`src/rtl/ga_pkg.sv`:
```
// Request/response types shared between ga_coprocessor and its clients.
package ga_pkg;

  localparam logic [3:0] GA_FUNCT_ADD     = 4'd0;
  localparam logic [3:0] GA_FUNCT_MUL     = 4'd1;
  localparam logic [3:0] GA_FUNCT_REFLECT = 4'd2;
  localparam logic [3:0] GA_FUNCT_ROTATE  = 4'd3;

  typedef struct packed {
    logic        valid;
    logic [3:0]  funct;
    logic [31:0] op_a;
    logic [31:0] op_b;
  } ga_req_t;

  typedef struct packed {
    logic        ready;
    logic        valid;
    logic        error;
    logic [31:0] result;
  } ga_resp_t;

endpackage

```
`src/rtl/ga_coproc_arbiter.sv`:
```
// Round-robin arbiter sharing one ga_coprocessor among NUM_REQ requesters.
// Optional abort timer is built when GA_ARB_TIMEOUT_EN is defined.
module ga_coproc_arbiter
  import ga_pkg::*;
#(
  parameter int unsigned NUM_REQ        = 2,
  parameter int unsigned TIMEOUT_CYCLES = 100
) (
  input  logic                  clk,
  input  logic                  rst_n,
  input  logic     [NUM_REQ-1:0] req_valid_i,
  input  ga_req_t  [NUM_REQ-1:0] req_data_i,
  output logic     [NUM_REQ-1:0] req_ready_o,
  output logic     [NUM_REQ-1:0] resp_valid_o,
  output ga_resp_t              resp_data_o,
  output ga_req_t               ga_req_o,
  input  ga_resp_t              ga_resp_i,
  output logic                  busy_o,
  output logic                  timeout_o
);

  localparam int unsigned IdxW = (NUM_REQ > 1) ? $clog2(NUM_REQ) : 1;

  typedef enum logic [1:0] {StIdle, StIssue, StWait, StResp} state_e;

  state_e              state_q;
  logic [IdxW-1:0]     rr_ptr_q;
  logic [IdxW-1:0]     owner_q;
  logic                grant_vld;
  logic [IdxW-1:0]     grant_idx;
  logic [NUM_REQ-1:0]  owner_oh;
  ga_resp_t            err_resp;
  logic                abort;

  assign busy_o   = (state_q != StIdle);
  assign owner_oh = {{(NUM_REQ-1){1'b0}}, 1'b1} << owner_q;

  always_comb begin
    err_resp       = '0;
    err_resp.error = 1'b1;
  end

  // First pending requester at or after rr_ptr_q, wrapping.
  always_comb begin
    int unsigned     k;
    logic [IdxW-1:0] idx;
    k         = 0;
    idx       = '0;
    grant_vld = 1'b0;
    grant_idx = '0;
    for (int unsigned i = 0; i < NUM_REQ; i++) begin
      k = 32'(rr_ptr_q) + i;
      if (k >= NUM_REQ) k = k - NUM_REQ;
      idx = IdxW'(k);
      if (!grant_vld && req_valid_i[idx]) begin
        grant_vld = 1'b1;
        grant_idx = idx;
      end
    end
  end

`ifdef GA_ARB_TIMEOUT_EN
  localparam int unsigned CntW = $clog2(TIMEOUT_CYCLES + 1);

  logic [CntW-1:0] cnt_q;
  logic            timeout_q;
  logic            in_flight;
  logic            expired;

  assign in_flight = (state_q == StIssue) || (state_q == StWait);
  assign expired   = in_flight && (cnt_q == CntW'(TIMEOUT_CYCLES - 1));
  // A handshake arriving on the final cycle wins over the abort.
  assign abort     = expired && ((state_q == StIssue) ? !ga_resp_i.ready : !ga_resp_i.valid);
  assign timeout_o = timeout_q;

  always_ff @(posedge clk) begin
    if (!rst_n) begin
      cnt_q     <= '0;
      timeout_q <= 1'b0;
    end else begin
      timeout_q <= abort;
      if (in_flight && !(state_q == StIssue && ga_resp_i.ready)) cnt_q <= cnt_q + 1'b1;
      else                                                      cnt_q <= '0;
    end
  end
`else
  assign abort     = 1'b0;
  assign timeout_o = 1'b0;
`endif

  always_ff @(posedge clk) begin
    if (!rst_n) begin
      state_q      <= StIdle;
      rr_ptr_q     <= '0;
      owner_q      <= '0;
      req_ready_o  <= '0;
      resp_valid_o <= '0;
      resp_data_o  <= '0;
      ga_req_o     <= '0;
    end else begin
      req_ready_o  <= '0;
      resp_valid_o <= '0;
      unique case (state_q)
        StIdle: begin
          if (grant_vld) begin
            req_ready_o    <= {{(NUM_REQ-1){1'b0}}, 1'b1} << grant_idx;
            ga_req_o       <= req_data_i[grant_idx];
            ga_req_o.valid <= 1'b1;
            owner_q        <= grant_idx;
            rr_ptr_q       <= (32'(grant_idx) == NUM_REQ - 1) ? '0 : grant_idx + 1'b1;
            state_q        <= StIssue;
          end
        end
        StIssue: begin
          if (ga_resp_i.ready) begin
            ga_req_o.valid <= 1'b0;
            if (ga_resp_i.valid) begin
              resp_data_o  <= ga_resp_i;
              resp_valid_o <= owner_oh;
              state_q      <= StResp;
            end else begin
              state_q <= StWait;
            end
          end else if (abort) begin
            ga_req_o.valid <= 1'b0;
            resp_data_o    <= err_resp;
            resp_valid_o   <= owner_oh;
            state_q        <= StResp;
          end
        end
        StWait: begin
          if (ga_resp_i.valid) begin
            resp_data_o  <= ga_resp_i;
            resp_valid_o <= owner_oh;
            state_q      <= StResp;
          end else if (abort) begin
            resp_data_o  <= err_resp;
            resp_valid_o <= owner_oh;
            state_q      <= StResp;
          end
        end
        StResp:  state_q <= StIdle;
        default: state_q <= StIdle;
      endcase
    end
  end

endmodule

```
`config.mk`:
```
export PLATFORM = sky130hd
export DESIGN_NAME = ga_coproc_arbiter
export DESIGN_NICKNAME = d
export VERILOG_FILES = /design/src/rtl/ga_pkg.sv /design/src/rtl/ga_coproc_arbiter.sv
export SDC_FILE = /design/constraint.sdc
export NUM_CORES = 1
export LEC_CHECK = 0
export BUFFER_PORTS_ARGS = -buffer_cell sky130_fd_sc_hd__buf_2
export CORE_AREA = 4 4 111 113
export CTS_CLUSTER_DIAMETER = 200
export DETAILED_ROUTE_END_ITERATION = 7
export DIE_AREA = 0 0 115 117
export PLACE_DENSITY = 0.75
export SLEW_MARGIN = 10
export SYNTH_ARGS = -nofsm -noshare
export SYNTH_HDL_FRONTEND = slang
export SYNTH_SLANG_ARGS = --single-unit
```
`constraint.sdc`:
```
create_clock -name clk -period 2.72 [get_ports clk]
set_clock_uncertainty 0.2 [all_clocks]
set_input_delay 0.544 -clock clk [delete_from_list [all_inputs] [get_ports clk]]
set_output_delay 0.544 -clock clk [all_outputs]
set_load 0.1 [all_outputs]
```
# == Word level (Yosys, flattened, before mapping) ==
# Cells that the tools add are included.
# classes
n_reduce_logical,11
shifts,2
n_lt_le_gt_ge,5
mux,28
eq_ne,7
add_sub_neg,4
# ops
cell,n
2-to-1 mux 68 bit,2
2-to-1 mux 35 bit,3
case mux 35 bit (2 select lines),1
2-to-1 mux 69 bit,1
2-to-1 mux 1 bit,13
2-to-1 mux 2 bit,5
AND reduction 3 bit,3
inequality test 2 bit (second input constant),4
case mux 2 bit (4 select lines),1
< comparator 1 x 2 -> 1 bit (second input constant),3
nonzero test 2 bit,3
== test 2 bit (second input constant),2
case mux 2 bit (2 select lines),1
AND reduction 4 bit,1
left shift 1 x 1 -> 2 bit (first input constant),2
adder 1 x 1 -> 2 bit (second input constant),1
== test 2 x 1 -> 1 bit (second input constant),1
greater-or-equal comparator 1 x 2 -> 1 bit (second input constant),1
greater-or-equal comparator 2 bit (second input constant),1
logical NOT 2 bit,1
case mux 1 bit (2 select lines),1
AND reduction 2 bit,1
subtractor 1 bit (second input constant),2
adder 1 bit (second input constant),1
2 further kinds,2
# word_totals
register_bits,112
out_inout_bits,110
wordCells,70
in_bits,177

# == Logic depth before layout (Yosys ltp) ==
# Gate-level depths: netlist of run 1.
# logic_depth
depth_word,12
ltp_mapped,8
ltp_nobuf,6

# == Worst setup path before layout of run 1 ==
# No wires, ideal clock.
# synth_path
path_type,reg2out
from,reg state_q[0]
to,out busy_o
setup_slack_ns,0.678
path_stages_with_launch,4
arrival_ns,1.298
required_ns,1.976
n_path_buf,0
path_cell_list,dfxtp_1 > inv_1 > ha_1 > inv_1
# synth_between
elab_chain_len,1
# synth_rtl
item,line,source
start: declaration,ga_coproc_arbiter.sv:26,state_e state_q;
start signal: assignment,ga_coproc_arbiter.sv:93,state_q <= StIdle;
start signal: assignment,ga_coproc_arbiter.sv:111,state_q <= StIssue;
start signal: assignment,ga_coproc_arbiter.sv:120,state_q <= StResp;
nonzero test 2 bit,ga_coproc_arbiter.sv:35,assign busy_o = (state_q != StIdle);
end: declaration,ga_coproc_arbiter.sv:18,"output logic busy_o,"
# No other way between the ends.

# == Worst setup path after layout of run 1 ==
# Same ends and word-level chain as after synthesis.

==> reports/results.md, run 1 <==
| Group | Quantity | Value |
| --- | --- | --- |
| clock network | CTS sink count | 112 |
| setup path | Type of the worst setup path | reg -> out |
| clock network | Clock transition time at the flip-flop clock pins of the worst setup and hold paths | 70 ps |
| route | Remaining antenna violation count | 0 |
| power and ir drop | Power per unit of standard cell area | 1540 nW/um^2 |
| worst hold path | Hold endpoint | ga_req_o[38] |
| setup path | Most common cell type on the critical path | inv_1 |
| sta | Setup repair after global routing missed its margin | false |
| grt | Number of antenna violations at the first check in global routing | 0 |
| power and ir drop | Leakage power | 0.00337 uW |
| setup path | Setup crit end kind | output port |
| floorplanning | Boundary pin count | 287 |
| route | Wirelength per Cell | 16.1 um |
| setup path | End of the worst register-to-register path | ga_req_o[46] |
| route | Avg Vias per Cell | 5.13 |
| cells and area | Final core utilization | 0.541 |
| cells and area | Post-synthesis to final-layout area growth | 38.7% |
| power and ir drop | Sequential cell fraction of total power | 0.255 |
| clock network | Number of buffers added to fix hold violations after cts | 0 |
| grt | Wire length of the first global-routing pass | 20.4 mm |
| cells and area | Register area | 2240 um^2 |
| yosys | Share of the yosys chip area belonging to registers | 0.507 |
| clock network | Resized cells post-CTS | 0 |
| setup path | Arrival @ worst endpoint | 1650 ps |
| sta | Final Max Slew Viols | 0 |
| power and ir drop | Clock Power Share | 0.130 |
| sta | Number of hold violations in the final report | 0 |
| cells and area | Multi-input gate area in the final layout | 1930 um^2 |
| grt | Via count of the first global-routing pass | 4195 |
| sta | Final-layout setup total negative slack | 0 ps |
| sta | Time the final worst path needs with I/O delays and setup | 2400 ps |
| clock network | CTS root buf | clkbuf_16 |
| route | Via count of the routed design | 4356 |
| cells and area | Most common cell after layout, fill and taps aside | buf_2 |
| setup path | Cell count along the critical path | 4 |
| route | Routed wire length | 13.7 mm |
| floorplanning | Chip Width | 115 um |
| sta | Period utilization | 0.882 |
| clock network | Number of buffers added by the clock tree synthesis step | 9 |
| sta | Number of endpoints failing setup at the final stage | 0 |
| setup path | Worst flop-to-flop path startpoint | state_q[0] |
| sta | Transition at the pin with the smallest max-transition slack | 867 ps |
| clock network | Post-CTS Setup Inserts | 0 |
| setup path | Max stage delay cell, worst path | buf_2 |
| floorplanning | Num rows | 39 |
| grt | Largest net degree at the start of global routing | 71 |
| worst hold path | Worst min-delay path startpoint | req_data_i[107] |
| setup path | Bufs and invs on worst path | 3 |
| floorplanning | Die Outline Area | 13500 um^2 |
| clock network | H-tree depth | 3 |
| setup path | Highest net fanout along the worst path | 7 |
| clock network | Clock latency reported for the late side of the worst-skew pair | 330 ps |
| yosys | Syn Std Cell Area | 4420 um^2 |
| clock network | TritonCTS clock tree | built |
| setup path | Max stage delay on crit path | 430 ps |
| placement | Post-detail-place hpwl | 10.4 mm |
| setup path | Startpoint kind of the worst setup timing path | flip-flop |
| route | DR DRC count | 0 |
| setup path | Worst reg-to-reg path cell count | 7 |
| outcome | Outcome | complete, no violations |
| grt | Overflow left after global routing | 0 |
| power and ir drop | Internal Dissipation | 3970 uW |
| clock network | Number of buffers on the longest clock path | 2 |
| sta | Max Fclk | 417 MHz |
| flow run | Maxcap violations | 0 |
| cells and area | Top library cells by usage in the layout, fill and taps aside | buf_2 (283), dfxtp_1 (112), nand2_1 (74), a21o_1 (40), a22o_1 (38) |
| power and ir drop | Fraction of power spent switching nets | 0.579 |
| power and ir drop | Comb pwr share | 0.615 |
| cells and area | Antenna diode count | 0 |
| worst hold path | Worst hold path depth | 2 |
| setup path | Family with the most delay on the worst path | buffers and inverters |
| floorplanning | Die Span Y | 117 um |
| route | DRT iter0 DRCs | 292 |
| setup path | Required @ worst endpoint | 1980 ps |
| cells and area | Non-filler cells in the finished layout | 849 |
| placement | Number of buffers inserted by port buffering | 283 |
| power and ir drop | Net Sw Power | 5460 uW |
| yosys | Syn avg cell area | 10.1 um^2 |
| floorplanning | Core Region | 11300 um^2 |
| yosys | Yosys warnings | 0 |
| placement | Placed Cells | 834 |
| worst hold path | HP Class | in -> reg |
| yosys | Total nets after synthesis | 620 |
| cells and area | Post-layout net count | 883 |
| sta | Max-Slew Margin vs Limit | 0.421 |
| yosys | Count of mapped cells out of synthesis | 439 |
| yosys | Netlist cell types | 31 |
| grt | All-layer global routing usage | 0.190 |
| placement | Final weighted congestion in routability-driven placement | 0.825 |
| setup path | Sequence of cells on the critical path | inv_1 -> ha_1 -> inv_1 -> buf_2 |
| floorplanning | Effective utilization at floorplan | 0.390 |
| yosys | Number of synthesized register bits | 112 |
| setup path | Slack of the worst reg-to-reg path | 550 ps |
| cells and area | Layout filler cell count | 1032 |
| power and ir drop | Peak supply drop | 0.917 mV |
| cells and area | Fraction of layout cells with a size suffix above 1 | 0.441 |
| route | First drt pass iteration count | 7 |
-- layout make-up --
type	count	area share
flip-flops and latches	112	0.366
multi-input cells	283	0.314
repair buffers	291	0.243
clock buffers	12	0.0419
well taps	143	0.0292
inverters	5	0.00306
clock inverters	3	0.00286
-- power groups by stage --
stage	Sequential (uW)	Clock, uW	Combinational [uW]
after floorplan	5810	0	1570
after global placement	2400	0	5740
after detailed placement	2430	0	5830
after CTS	2400	1260	5830
after global routing	2460	1330	6030
final	2400	1220	5800
-- metal layers --
metal,part of all wire,track usage,up-vias
li1,-,-,2095
met1,0.37,0.213,2038
met2,0.52,0.349,205
met3,0.095,0.0571,18
met4,0.013,0.0571,0
met5,0,0,-
-- through the flow --
step | area (um^2) | hold WS [ps] | total power [uW] | setup slack, ps
after global routing | 6130 | 184 | 9820 | 237
after global placement | 5850 | 239 | 8150 | 593
after detailed placement | 5850 | 241 | 8260 | 523
final | 6130 | 197 | 9430 | 321
after CTS | 6130 | 185 | 9500 | 306
after floorplan | 4420 | 214 | 7390 | 678
-- logic make-up after synthesis --
| kind of cell | share of synthesized area |
|---|---|
| buffers and inverters | 0.0595 |
| and+or+nand+nor | 0.104 |
| other | 0.000849 |
| AOI/OAI and AO/OA | 0.240 |
| muxes | 0.0770 |
| adders and majority gates | 0.0113 |
| DFF | 0.507 |
-- flip-flops by register name (all words and copies together) (netlist names) --
register	cells
rr_ptr_q	1
req_ready_o	2
resp_data_o	35
state_q	2
owner_q	1
resp_valid_o	2
ga_req_o	69
-- worst max-delay path by stage --
| stage | from | endpoint | slack (ps) |
|---|---|---|---|
| floorplan | state_q[0] | busy_o | 680 |
| global placement | req_valid_i[0] | ga_req_o[31] | 590 |
| detailed placement | req_valid_i[0] | ga_req_o[46] | 520 |
| CTS | state_q[0] | busy_o | 310 |
| global route | state_q[0] | busy_o | 240 |
| finish | state_q[0] | busy_o | 320 |
-- cells in the mapped netlist --
master | count | share of area
nor3b_1 | 2 | 0.0034
a22o_1 | 38 | 0.075
o21a_1 | 1 | 0.0017
and3_1 | 2 | 0.0028
inv_1 | 5 | 0.0042
dfxtp_1 | 112 | 0.51
buf_6 | 8 | 0.020
clkbuf_1 | 15 | 0.013
buf_4 | 7 | 0.012
buf_2 | 9 | 0.010
a211oi_1 | 2 | 0.0034
a311oi_1 | 1 | 0.0020
nand3_1 | 4 | 0.0045
or2_2 | 1 | 0.0014
conb_1 | 1 | 0.00085
a222oi_1 | 19 | 0.043
a21oi_1 | 4 | 0.0045
nor2_1 | 20 | 0.017
o2bb2ai_1 | 3 | 0.0059
and2_1 | 4 | 0.0057
nand2b_1 | 1 | 0.0014
mux2i_1 | 34 | 0.077
nor3_1 | 1 | 0.0011
o21ai_2 | 1 | 0.0020
a21o_1 | 40 | 0.068
a21boi_2 | 1 | 0.0025
o21ai_0 | 11 | 0.012
nor2b_1 | 3 | 0.0042
ha_1 | 4 | 0.011
nand2_1 | 74 | 0.063
a22oi_1 | 11 | 0.019
Note: power is estimated with default switching activity, not from simulation.
==> run 2, diff against run 1 <==
--- a/config.mk
+++ b/config.mk
@@ -11,6 +11,8 @@
 export DETAILED_ROUTE_END_ITERATION = 7
 export DIE_AREA = 0 0 115 117
 export PLACE_DENSITY = 0.75
+export REMOVE_ABC_BUFFERS = 1
+export SKIP_LAST_GASP = 1
 export SLEW_MARGIN = 10
 export SYNTH_ARGS = -nofsm -noshare
 export SYNTH_HDL_FRONTEND = slang
==> reports/results.md, run 2 (same netlist as run 1, synthesis figures left out) <==
| Group | Quantity | Value |
| --- | --- | --- |
| sta | Time the final worst path needs with I/O delays and setup | 2380 ps |
| sta | Number of endpoints failing setup at the final stage | 0 |
| cells and area | Register area | 2240 um^2 |
| setup path | Arrival @ worst endpoint | 1640 ps |
| route | Remaining antenna violation count | 0 |
| setup path | Highest net fanout along the worst path | 7 |
| setup path | Type of the worst setup path | reg -> out |
| clock network | Number of buffers added to fix hold violations after cts | 0 |
| setup path | Required @ worst endpoint | 1980 ps |
| worst hold path | Worst min-delay path startpoint | req_data_i[74] |
| floorplanning | Core Region | 11300 um^2 |
| sta | Max Fclk | 420 MHz |
| cells and area | Fraction of layout cells with a size suffix above 1 | 0.443 |
| grt | Overflow left after global routing | 0 |
| sta | Final-layout setup total negative slack | 0 ps |
| route | Routed wire length | 13.5 mm |
| route | Via count of the routed design | 4318 |
| power and ir drop | Peak supply drop | 1.08 mV |
| clock network | Resized cells post-CTS | 0 |
| placement | Number of buffers inserted by port buffering | 283 |
| grt | Largest net degree at the start of global routing | 68 |
| outcome | Outcome | complete, no violations |
| grt | Wire length of the first global-routing pass | 20.5 mm |
| flow run | Maxcap violations | 0 |
| cells and area | Post-synthesis to final-layout area growth | 40.8% |
| sta | Setup repair after global routing missed its margin | false |
| floorplanning | Boundary pin count | 287 |
| floorplanning | Effective utilization at floorplan | 0.390 |
| power and ir drop | Power per unit of standard cell area | 1560 nW/um^2 |
| grt | All-layer global routing usage | 0.190 |
| sta | Max-Slew Margin vs Limit | 0.443 |
| route | Wirelength per Cell | 15.8 um |
| clock network | Number of buffers on the longest clock path | 2 |
| worst hold path | HP Class | in -> reg |
| route | DRT iter0 DRCs | 326 |
| clock network | Number of buffers added by the clock tree synthesis step | 9 |
| grt | Via count of the first global-routing pass | 4218 |
| clock network | Clock latency reported for the late side of the worst-skew pair | 340 ps |
| cells and area | Design Area, Final | 6220 um^2 |
| clock network | CTS sink count | 112 |
| clock network | CTS root buf | clkbuf_16 |
| setup path | Worst reg-to-reg path cell count | 5 |
| cells and area | Leading registers by flop count | ga_req_o: 69 flops, resp_data_o: 35 flops |
| cells and area | Antenna diode count | 0 |
| clock network | Post-CTS Setup Inserts | 0 |
| clock network | Clock transition time at the flip-flop clock pins of the worst setup and hold paths | 70 ps |
| sta | Transition at the pin with the smallest max-transition slack | 836 ps |
| setup path | Startpoint kind of the worst setup timing path | flip-flop |
| cells and area | Largest reg by FF count | ga_req_o |
| route | First drt pass iteration count | 5 |
| power and ir drop | Leakage power | 0.00341 uW |
| clock network | TritonCTS clock tree | built |
| floorplanning | Die Outline Area | 13500 um^2 |
| floorplanning | Num rows | 39 |
| route | DR DRC count | 0 |
| floorplanning | Die Span Y | 117 um |
| cells and area | Flip-flop count of the largest register after layout | 69 |
| clock network | H-tree depth | 3 |
| setup path | Beginning of the critical path | state_q[0] |
| placement | Placed Cells | 834 |
| placement | Final weighted congestion in routability-driven placement | 0.767 |
| floorplanning | Chip Width | 115 um |
| cells and area | Most common cell after layout, fill and taps aside | buf_2 |
| setup path | Setup crit end kind | output port |
| grt | Number of antenna violations at the first check in global routing | 0 |
| sta | Final Max Slew Viols | 0 |
| placement | Post-detail-place hpwl | 10.3 mm |
| cells and area | Multi-input gate area in the final layout | 1930 um^2 |
| cells and area | Layout filler cell count | 1025 |
| sta | Period utilization | 0.876 |
| placement | DP Area | 5870 um^2 |
| cells and area | Post-layout net count | 883 |
| worst hold path | Worst hold path depth | 2 |
| cells and area | Final core utilization | 0.550 |
| route | Avg Vias per Cell | 5.08 |
| sta | Number of hold violations in the final report | 0 |
| cells and area | Top library cells by usage in the layout, fill and taps aside | buf_2 (283), dfxtp_1 (112), nand2_1 (74), a21o_1 (40), a22o_1 (38) |
| setup path | Worst flop-to-flop path startpoint | state_q[0] |
| cells and area | Non-filler cells in the finished layout | 850 |
| power and ir drop | Overall power consumption | 9720 uW |
-- run 2: changes by cell type in the layout (fill, tap and decap cells not counted), sizes merged --
cell	previous run	this run
bufinv	0	3
clkbuf	12	11
clkinv	2	1
-- run 2: layout make-up --
| type | count | area share |
|---|---|---|
| clock buffers | 11 | 0.0406 |
| clock inverters | 5 | 0.0165 |
| inverters | 5 | 0.00302 |
| multi-input cells | 283 | 0.309 |
| flip-flops and latches | 112 | 0.360 |
| well taps | 143 | 0.0288 |
| repair buffers | 291 | 0.241 |
-- run 2: worst paths after layout --
kind                                   endpoint  slack (ps)
worst max-delay path                     busy_o         340
worst min-delay path                ga_req_o[5]         190
worst max register to register      ga_req_o[8]         620
worst min register to register  resp_valid_o[0]         260
-- run 2: layer usage --
layer	vias to the layer above	wire [um]	global-route usage	share of wire
met5	-	0	0	0
met4	0	209	0.0634	0.016
met3	16	1260	0.0602	0.093
met2	193	6940	0.333	0.52
met1	2012	5060	0.220	0.38
li1	2097	-	-	-
-- run 2: where the power goes --
group / switching [uW] / leakage (uW) / internal, uW
registers: 259 / 0.000921 / 2150
logic: 4620 / 0.00232 / 1160
clock network: 584 / 0.000172 / 949
-- run 2: stage by stage --
stage               worst slack (ps)  hold WS [ps]
finish                           337           188
detailed placement               565           241
global placement                 673           224
floorplan                       -174           214
CTS                              309           174
global route                     226           170
-- run 2: critical path: stages (launching register included) --
cell,delay [ps]
dfxtp_1,400
inv_1,100
ha_1,290
inv_1,80
buf_2,430
==> run 3, diff against run 2 <==
--- a/config.mk
+++ b/config.mk
@@ -10,9 +10,9 @@
 export CTS_CLUSTER_DIAMETER = 200
 export DETAILED_ROUTE_END_ITERATION = 7
 export DIE_AREA = 0 0 115 117
+export MAX_ROUTING_LAYER = met4
 export PLACE_DENSITY = 0.75
 export REMOVE_ABC_BUFFERS = 1
-export SKIP_LAST_GASP = 1
 export SLEW_MARGIN = 10
 export SYNTH_ARGS = -nofsm -noshare
 export SYNTH_HDL_FRONTEND = slang
==> constraint.sdc (replaced) <==
create_clock -name clk -period 2.72 [get_ports clk]
set_clock_uncertainty 0.2 [all_clocks]
set_input_delay 0.544 -clock clk [delete_from_list [all_inputs] [get_ports clk]]
set_output_delay 0.544 -clock clk [all_outputs]
set_load 0.01 [all_outputs]
==> reports/results.md, run 3 (same netlist as run 1, synthesis figures left out) <==
| Group | Quantity | Value |
| --- | --- | --- |
| sta | Setup repair after global routing missed its margin | false |
| grt | Met1 Usage GRT | 0.213 |
| floorplanning | Boundary pin count | 287 |
| clock network | Number of buffers added to fix hold violations after cts | 0 |
| route | First drt pass iteration count | 5 |
| sta | Final Max Slew Viols | 0 |
| clock network | Post-CTS Setup Inserts | 0 |
| clock network | CTS sink count | 112 |
| floorplanning | Effective utilization at floorplan | 0.390 |
| sta | Number of hold violations in the final report | 0 |
| cells and area | Register area | 2240 um^2 |
| grt | Wire length of the first global-routing pass | 19.8 mm |
| grt | Met2 Use GR | 0.324 |
| route | DRT iter0 DRCs | 229 |
| cells and area | Layout filler cell count | 1030 |
| sta | Number of endpoints failing setup at the final stage | 0 |
| outcome | Outcome | complete, no violations |
| floorplanning | Chip Width | 115 um |
| clock network | Clock latency reported for the late side of the worst-skew pair | 340 ps |
| power and ir drop | Overall power consumption | 6320 uW |
| grt | Largest net degree at the start of global routing | 68 |
| setup path | Type of the worst setup path | reg -> reg |
| floorplanning | Num rows | 39 |
| cells and area | Post-synthesis to final-layout area growth | 40.0% |
| power and ir drop | Power per unit of standard cell area | 1020 nW/um^2 |
| route | DR DRC count | 0 |
| grt | Via count of the first global-routing pass | 4213 |
| grt | Overflow left after global routing | 0 |
| flow run | Maxcap violations | 0 |
| clock network | Number of buffers on the longest clock path | 2 |
| clock network | Resized cells post-CTS | 0 |
| sta | Transition at the pin with the smallest max-transition slack | 858 ps |
| setup path | Setup crit end kind | flip-flop |
| cells and area | Antenna diode count | 0 |
| setup path | Arrival @ worst endpoint | 2250 ps |
| power and ir drop | Leakage power | 0.00340 uW |
| sta | Period utilization | 0.806 |
| clock network | TritonCTS clock tree | built |
| grt | Met3 track demand over resource in global routing | 0.0519 |
| floorplanning | Die Outline Area | 13500 um^2 |
| cells and area | Flip-flop count of the largest register after layout | 69 |
| cells and area | Fraction of layout cells with a size suffix above 1 | 0.443 |
| cells and area | Multi-input gate area in the final layout | 1930 um^2 |
| sta | Crit path setup slack, layout | 528 ps |
| route | Remaining antenna violation count | 0 |
| placement | Number of buffers inserted by port buffering | 283 |
| sta | Time the final worst path needs with I/O delays and setup | 2190 ps |
| cells and area | Most common cell after layout, fill and taps aside | buf_2 |
| clock network | CTS root buf | clkbuf_16 |
| power and ir drop | Peak supply drop | 0.488 mV |
| sta | Max-Slew Margin vs Limit | 0.428 |
| grt | Number of antenna violations at the first check in global routing | 0 |
| placement | Post-placement setup slack | 558 ps |
| placement | Final weighted congestion in routability-driven placement | 0.790 |
| route | Routed wire length | 13.3 mm |
| cells and area | Top library cells by usage in the layout, fill and taps aside | buf_2 (283), dfxtp_1 (112), nand2_1 (74), a21o_1 (40), a22o_1 (38) |
| clock network | H-tree depth | 3 |
| grt | All-layer global routing usage | 0.189 |
| floorplanning | Die Span Y | 117 um |
| cells and area | Largest reg by FF count | ga_req_o |
| grt | Gr busiest metal | met2 |
| setup path | Startpoint kind of the worst setup timing path | flip-flop |
| setup path | Required @ worst endpoint | 2780 ps |
| route | Wirelength per Cell | 15.6 um |
| floorplanning | Core Region | 11300 um^2 |
| sta | Max Fclk | 456 MHz |
| route | Via count of the routed design | 4270 |
| clock network | Number of buffers added by the clock tree synthesis step | 9 |
| worst hold path | HP Class | in -> reg |
| cells and area | Post-layout net count | 883 |
| clock network | Clock transition time at the flip-flop clock pins of the worst setup and hold paths | 70 ps |
| cells and area | Leading registers by flop count | ga_req_o: 69 flops, resp_data_o: 35 flops |
| route | Avg Vias per Cell | 5.02 |
| placement | Post-detail-place hpwl | 10.2 mm |
| setup path | Highest net fanout along the worst path | 28 |
-- run 3: final timing paths --
check	startpoint	end	slack, ps	cells after the start
setup / recovery	state_q[0]	resp_data_o[2]	530	7
hold / removal	req_data_i[110]	ga_req_o[41]	190	2
setup reg to reg	state_q[0]	resp_data_o[2]	530	7
hold reg to reg	owner_q	resp_valid_o[0]	250	1
-- run 3: cell type report --
type                       instances  share of cell area
inverter                           5             0.00303
sequential                       112               0.362
tap                              143              0.0289
timing repair buffer             291               0.243
clock inverter                     6              0.0133
clock buffer                      10              0.0386
multi-input combinational        283               0.311
-- run 3: where the power goes --
| group | leakage, uW | switching, uW | total [uW] | internal (uW) |
|---|---|---|---|---|
| sequential | 0.000921 | 250 | 2400 | 2150 |
| combinational | 0.00232 | 1360 | 2520 | 1160 |
| clock | 0.000158 | 576 | 1400 | 828 |
| total | 0.00340 | 2190 | 6320 | 4140 |
-- run 3: through the flow --
step	std cells	cell area, um^2	util	hold WS (ps)	setup TNS (ps)
final	850	6190	0.547	193	0
after global routing	850	6190	0.547	174	0
after CTS	850	6190	0.547	170	0
after detailed placement	834	5870	0.518	238	0
after global placement	834	5870	0.518	225	0
after floorplan	400	4180	-	214	-6840
-- run 3: critical path: stages (launching register included) --
cell,delay [ps]
dfxtp_1,400
inv_1,110
ha_1,230
nor2b_1,150
o21ai_0,190
and2_2,340
buf_12,260
mux2i_1,230
-- run 3: routing by layer --
metal  up-vias  wire length, um
met2       194             6730
met4         0              234
met5         -                0
met3        17             1190
met1      1963             5100
li1       2096                -
